### src/rtl/mips32_boot_loader_if.sv
// Byte-stream input and memory write port of the MIPS32 boot loader.
// The master side drives the stream and sinks the writes; the loader is the slave.
interface mips32_boot_loader_if #(
    parameter int ADDR_W = 10
);
    logic [7:0]        in_data;
    logic              in_valid;
    logic              in_ready;
    logic              mem_we;
    logic [ADDR_W-1:0] mem_addr;
    logic [31:0]       mem_wdata;

    modport master (
        output in_data, in_valid,
        input  in_ready, mem_we, mem_addr, mem_wdata
    );

    modport slave (
        input  in_data, in_valid,
        output in_ready, mem_we, mem_addr, mem_wdata
    );
endinterface

### src/rtl/mips32_boot_loader.sv
// Program-image loader: parses a framed byte stream into sequential word writes, then releases the core.
// Optional trailing XOR checksum byte is enabled by defining LOADER_CHECKSUM_EN.
module mips32_boot_loader #(
    parameter int ADDR_W = 10,
    parameter int DEPTH  = 1024
) (
    input  logic                 clk1,
    input  logic                 rst_n,
    input  logic                 reload,
    mips32_boot_loader_if.slave  bus,
    output logic                 cpu_hold,
    output logic                 pc_clear,
    output logic                 done,
    output logic                 error
);
    typedef enum logic [2:0] {
        S_IDLE,
        S_LEN_HI,
        S_LEN_LO,
        S_DATA,
`ifdef LOADER_CHECKSUM_EN
        S_CHK,
`endif
        S_DONE,
        S_ERR
    } state_t;

    // Where the frame goes once the last data word (or an empty length) is seen.
`ifdef LOADER_CHECKSUM_EN
    localparam state_t S_TAIL = S_CHK;
`else
    localparam state_t S_TAIL = S_DONE;
`endif

    localparam logic [7:0]  SYNC    = 8'hA5;
    localparam logic [16:0] DEPTH_W = 17'(DEPTH);

    state_t      state, state_next;
    logic [15:0] len_q;
    logic [15:0] word_cnt;
    logic [1:0]  byte_cnt;
    logic [23:0] asm_q;
`ifdef LOADER_CHECKSUM_EN
    logic [7:0]  csum_q;
`endif

    logic        accept;
    logic [15:0] len_rx;
    logic        word_last;
    logic        enter_done;

    assign bus.in_ready = (state != S_DONE);
    assign cpu_hold     = (state != S_DONE);
    assign done         = (state == S_DONE);
    assign error        = (state == S_ERR);

    assign accept     = bus.in_valid && bus.in_ready;
    assign len_rx     = {len_q[15:8], bus.in_data};
    assign word_last  = (word_cnt == len_q - 16'd1);
    assign enter_done = (state_next == S_DONE) && (state != S_DONE);

    always_ff @(posedge clk1 or negedge rst_n) begin
        if (!rst_n) state <= S_IDLE;
        else        state <= state_next;
    end

    // NOTE: state_next gets its default before the case so no path can infer a latch.
    always_comb begin
        state_next = state;
        case (state)
            S_IDLE:   if (accept && bus.in_data == SYNC) state_next = S_LEN_HI;
            S_LEN_HI: if (accept) state_next = S_LEN_LO;
            S_LEN_LO: begin
                if (accept) begin
                    if ({1'b0, len_rx} > DEPTH_W) state_next = S_ERR;
                    else if (len_rx == 16'd0)     state_next = S_TAIL;
                    else                          state_next = S_DATA;
                end
            end
            S_DATA:   if (accept && byte_cnt == 2'd3 && word_last) state_next = S_TAIL;
`ifdef LOADER_CHECKSUM_EN
            S_CHK:    if (accept) state_next = (bus.in_data == csum_q) ? S_DONE : S_ERR;
`endif
            S_DONE:   state_next = S_DONE;
            S_ERR:    state_next = S_ERR;
            default:  state_next = S_IDLE;
        endcase
        if (reload) state_next = S_IDLE;
    end

    // NOTE: all registered state uses non-blocking assignments so every flop samples pre-edge values.
    always_ff @(posedge clk1 or negedge rst_n) begin
        if (!rst_n) begin
            len_q         <= '0;
            word_cnt      <= '0;
            byte_cnt      <= '0;
            asm_q         <= '0;
            bus.mem_we    <= 1'b0;
            bus.mem_addr  <= '0;
            bus.mem_wdata <= '0;
            pc_clear      <= 1'b0;
`ifdef LOADER_CHECKSUM_EN
            csum_q        <= '0;
`endif
        end else begin
            bus.mem_we <= 1'b0;
            pc_clear   <= enter_done;
            if (reload) begin
                // A byte accepted on the reload edge is dropped; no partial word is written.
                word_cnt <= '0;
                byte_cnt <= '0;
`ifdef LOADER_CHECKSUM_EN
                csum_q   <= '0;
`endif
            end else if (accept) begin
                case (state)
                    S_IDLE: begin
                        word_cnt <= '0;
                        byte_cnt <= '0;
`ifdef LOADER_CHECKSUM_EN
                        csum_q   <= '0;
`endif
                    end
                    S_LEN_HI: begin
                        len_q[15:8] <= bus.in_data;
`ifdef LOADER_CHECKSUM_EN
                        csum_q      <= csum_q ^ bus.in_data;
`endif
                    end
                    S_LEN_LO: begin
                        len_q[7:0] <= bus.in_data;
`ifdef LOADER_CHECKSUM_EN
                        csum_q     <= csum_q ^ bus.in_data;
`endif
                    end
                    S_DATA: begin
                        byte_cnt <= byte_cnt + 2'd1;
`ifdef LOADER_CHECKSUM_EN
                        csum_q   <= csum_q ^ bus.in_data;
`endif
                        if (byte_cnt == 2'd3) begin
                            bus.mem_we    <= 1'b1;
                            bus.mem_addr  <= word_cnt[ADDR_W-1:0];
                            bus.mem_wdata <= {asm_q, bus.in_data};
                            word_cnt      <= word_cnt + 16'd1;
                        end else begin
                            asm_q <= {asm_q[15:0], bus.in_data};
                        end
                    end
                    default: ;
                endcase
            end
        end
    end
endmodule

### src/flat_wrapper.sv
// flat-port wrapper written by rule: the top's interface ports become plain ports
module mips32_boot_loader_flat 
#(
    parameter int ADDR_W = 10,
    parameter int DEPTH  = 1024
)
  (clk1, rst_n, reload, cpu_hold, pc_clear, done, error, bus_in_data, bus_in_valid, bus_in_ready, bus_mem_we, bus_mem_addr, bus_mem_wdata);
  mips32_boot_loader_if #(.ADDR_W(ADDR_W)) bus_i ();
  input  logic clk1;
  input  logic rst_n;
  input  logic reload;
  output logic cpu_hold;
  output logic pc_clear;
  output logic done;
  output logic error;
  input wire logic [$bits(bus_i.in_data)-1:0] bus_in_data;
  input wire logic [$bits(bus_i.in_valid)-1:0] bus_in_valid;
  output wire logic [$bits(bus_i.in_ready)-1:0] bus_in_ready;
  output wire logic [$bits(bus_i.mem_we)-1:0] bus_mem_we;
  output wire logic [$bits(bus_i.mem_addr)-1:0] bus_mem_addr;
  output wire logic [$bits(bus_i.mem_wdata)-1:0] bus_mem_wdata;
  assign bus_i.in_data = bus_in_data;
  assign bus_i.in_valid = bus_in_valid;
  assign bus_in_ready = bus_i.in_ready;
  assign bus_mem_we = bus_i.mem_we;
  assign bus_mem_addr = bus_i.mem_addr;
  assign bus_mem_wdata = bus_i.mem_wdata;
  mips32_boot_loader #(.ADDR_W(ADDR_W), .DEPTH(DEPTH)) u_core (.clk1(clk1), .rst_n(rst_n), .reload(reload), .bus(bus_i), .cpu_hold(cpu_hold), .pc_clear(pc_clear), .done(done), .error(error));
endmodule
### config.mk
export PLATFORM = sky130hd
export DESIGN_NAME = mips32_boot_loader_flat
export DESIGN_NICKNAME = d
export VERILOG_FILES = /design/src/rtl/mips32_boot_loader_if.sv /design/src/rtl/mips32_boot_loader.sv /design/src/flat_wrapper.sv
export SDC_FILE = /design/constraint.sdc
export NUM_CORES = 1
export LEC_CHECK = 0
export CAP_MARGIN = 20
export CORE_ASPECT_RATIO = 1.25
export CORE_UTILIZATION = 40
export CTS_BUF_LIST = sky130_fd_sc_hd__clkbuf_4
export DETAILED_ROUTE_END_ITERATION = 10
export GPL_TIMING_DRIVEN = 0
export SLEW_MARGIN = 10
export SYNTH_ARGS = -nofsm -noshare
export SYNTH_HDL_FRONTEND = slang
export SYNTH_SLANG_ARGS = --single-unit
### constraint.sdc
create_clock -name clk1 -period 6.8 [get_ports clk1]
set_input_delay 1.36 -clock clk1 [delete_from_list [all_inputs] [get_ports clk1]]
set_output_delay 1.36 -clock clk1 [all_outputs]
set_load 0.01 [all_outputs]
==> metrics.yaml <==
avgSynthCellArea_um2: 10.1
post-route-min-period_ps: 3520
synth.distinct_cells: 52
fin_worst_skew_ps: 13.5
die_y_um: 126
postRouteAntennaNets: 0
worstPathArrival_ps: 2160
antenna_found_initial: 1
fp-row-count: 44
totalWireLength_mm: 11.0
synth_nets: 497
cts_buffers: 9
vias: 3647
tightestPinTransition_ps: 954
clock_latency_ps: 460
io_pins: 60
yosysWarnings: 0
drv_cap: 0
cp_max_fo: 10
core_area_um2: 11800
grt_pass1_wl_mm: 18.6
grt_pass1_vias: 3646
clkTransAtPathRegs_ps: 170
max_slew_margin_pct: 35.8
die_area_um2: 12700
end_kind: "output port"
synth_seq_cells: 105
start_util_pct: 41.5
vias_per_cell: 5.07
fin_total_pwr_mw: 0.995
seq_area_frac_synth_pct: 53.7
critPathRequiredTime_ps: 5440
setup_viol: 0
drive_gt1_share_pct: 13.1
ys.flop_type: "dfrtp_1"
drc: 0
htree_levels: 3
hold_class: "reg2reg"
routedWlPerCell_um: 15.3
post_cts_buffers: 0
postCtsResizedCells: 0
setup_tns_ps: 0
synth_area_um2: 4890
synth_edf_count: 0
syn_inst: 482
place_congestion: 0.839
fmax_ghz: 0.284
fin_crit_sh_pct: 51.8
power_density_nw_per_um2: 171
final_common_cell: "nand2_1"
peakVddDrop_mv: 0.0942
ctsLongestPathBuffers: 2
fin_nets: 567
rsz0062_at_grt: "false"
grt_max_degree: 58
synthArstFlopShare_pct: 100
hold_violations: 0
dp_hpwl_mm: 7.98
die_w_um: 101
cts-root-buf: "clkbuf_4"
overflow: 0
startpoint_type: "flip-flop"
portBuffers: 58
critical_path_class: "reg2out"
syn_to_final_growth_pct: 19.1
final_util_pct: 49.5
postCtsHoldBufs: 0
grt.total_usage_pct: 18.9
leakage_nw: 2.81
cts_tree: "built"
final_max_slew_viol_count: 0
drtIter0Drc: 219
clock_sinks: 105
status: "completed"
layout_common_cells: "nand2_1, dfrtp_1, clkdlybuf4s50_1"
dr.pass1.iters: 4
==> synthesized netlist by cell type (all sizes together), types with 2 or more instances <==
library cell	instances	area (um2)
mux2	41	462
nor3	6	30.0
o31ai	5	42.5
a211oi	3	32.5
o21ai	12	60.1
nand2b	5	31.3
nor4b	3	32.5
nand2	137	514
dfrtp	105	2630
buf	4	27.5
nand4	6	37.5
a22o	2	17.5
clkbuf	21	80.1
or3	5	31.3
nand3	12	60.1
ha	3	37.5
nor2	21	78.8
nor4	11	83.8
o22ai	2	12.5
inv	7	26.3
xor2	13	114
xnor2	17	149
or4	7	56.3
o211ai	2	15.0
a21oi	7	35.0
or4b	2	20.0
o21a	2	15.0
and3	7	43.8
nor2b	2	12.5
==> cells by family after synthesis <==
kind of cell	synth area share [%]
AND/OR/NAND/NOR	22.0
flip-flops	53.7
multiplexers	9.64
AO/OA/AOI/OAI	5.73
buffers and inverters	2.81
XOR/XNOR	5.37
adder cells (fa/ha/maj)	0.767
==> per-layer routing <==
| metal | part of all wire, % | wire length [um] | GRT usage [%] | vias up |
|---|---|---|---|---|
| met5 | 0 | 0 | 0 | - |
| met2 | 48 | 5250 | 29.4 | 81 |
| li1 | - | - | - | 1782 |
| met3 | 4.9 | 536 | 3.50 | 11 |
| met4 | 1.5 | 161 | 6.56 | 0 |
| met1 | 46 | 5040 | 26.7 | 1773 |
==> worst paths after layout <==
check | from | endpoint | slack [ps] | cells past startpoint
worst max-delay path | u_core.state[0]$_DFF_PN0_ | cpu_hold | 3280 | 5
worst min-delay path | u_core.asm_q[18]$_DFFE_PN0P_ | u_core.bus.mem_wdata[26]$_DFFE_PN0P_ | 480 | 2
worst max register to register | u_core.len_q[0]$_DFFE_PN0P_ | u_core.state[0]$_DFF_PN0_ | 4140 | 8
worst min register to register | u_core.asm_q[18]$_DFFE_PN0P_ | u_core.bus.mem_wdata[26]$_DFFE_PN0P_ | 480 | 2
max in group asynchronous | rst_n | u_core.bus.mem_addr[5]$_DFFE_PN0P_ | 5350 | 2
min in group asynchronous | rst_n | u_core.bus.mem_wdata[2]$_DFFE_PN0P_ | 810 | 1
==> worst max-delay path, stage by stage, from the launching register on <==
cell,delay [ps]
dfrtp_1,350
clkbuf_1,320
inv_1,200
nand2b_1,190
buf_4,130
clkdlybuf4s50_1,520
==> state kept, by name, summed over array words and instances, names as in the netlist <==
name                  count
u_core.state              3
u_core.asm_q             24
u_core.byte_cnt           2
u_core.bus.mem_addr      10
u_core.pc_clear           1
u_core.len_q             16
u_core.bus.mem_we         1
u_core.word_cnt          16
u_core.bus.mem_wdata     32
==> where the power goes <==
group	internal [mW]	leakage [nW]	switching [mW]
clock network	0.0786	0.0669	0.214
registers	0.628	1.46	0.00487
logic	0.0279	1.28	0.0414
total	0.734	2.81	0.261
==> cell type report <==
type / count / area (um2)
timing repair buffer: 59 / 609
sequential: 105 / 2630
clock buffer: 9 / 67.6
inverter: 8 / 30.0
fill: 1164 / 5950
tap: 161 / 201
buffer: 25 / 108
multi-input combinational: 344 / 2130
antenna: 1 / 2.50
clock inverter: 7 / 55.1
==> per-stage QoR <==
step / std cells / hold slack, ps / worst slack [ps] / area (um2)
2_1_floorplan: 482 / 433 / 3790 / 4890
3_3_place_gp: 701 / 446 / 464 / 5670
3_5_place_dp: 702 / 449 / 3190 / 5700
4_1_cts: 718 / 486 / 3230 / 5830
5_1_grt: 719 / 505 / 3120 / 5830
6_report: 719 / 485 / 3280 / 5830
No activity file was read; power rests on OpenSTA's default activity.
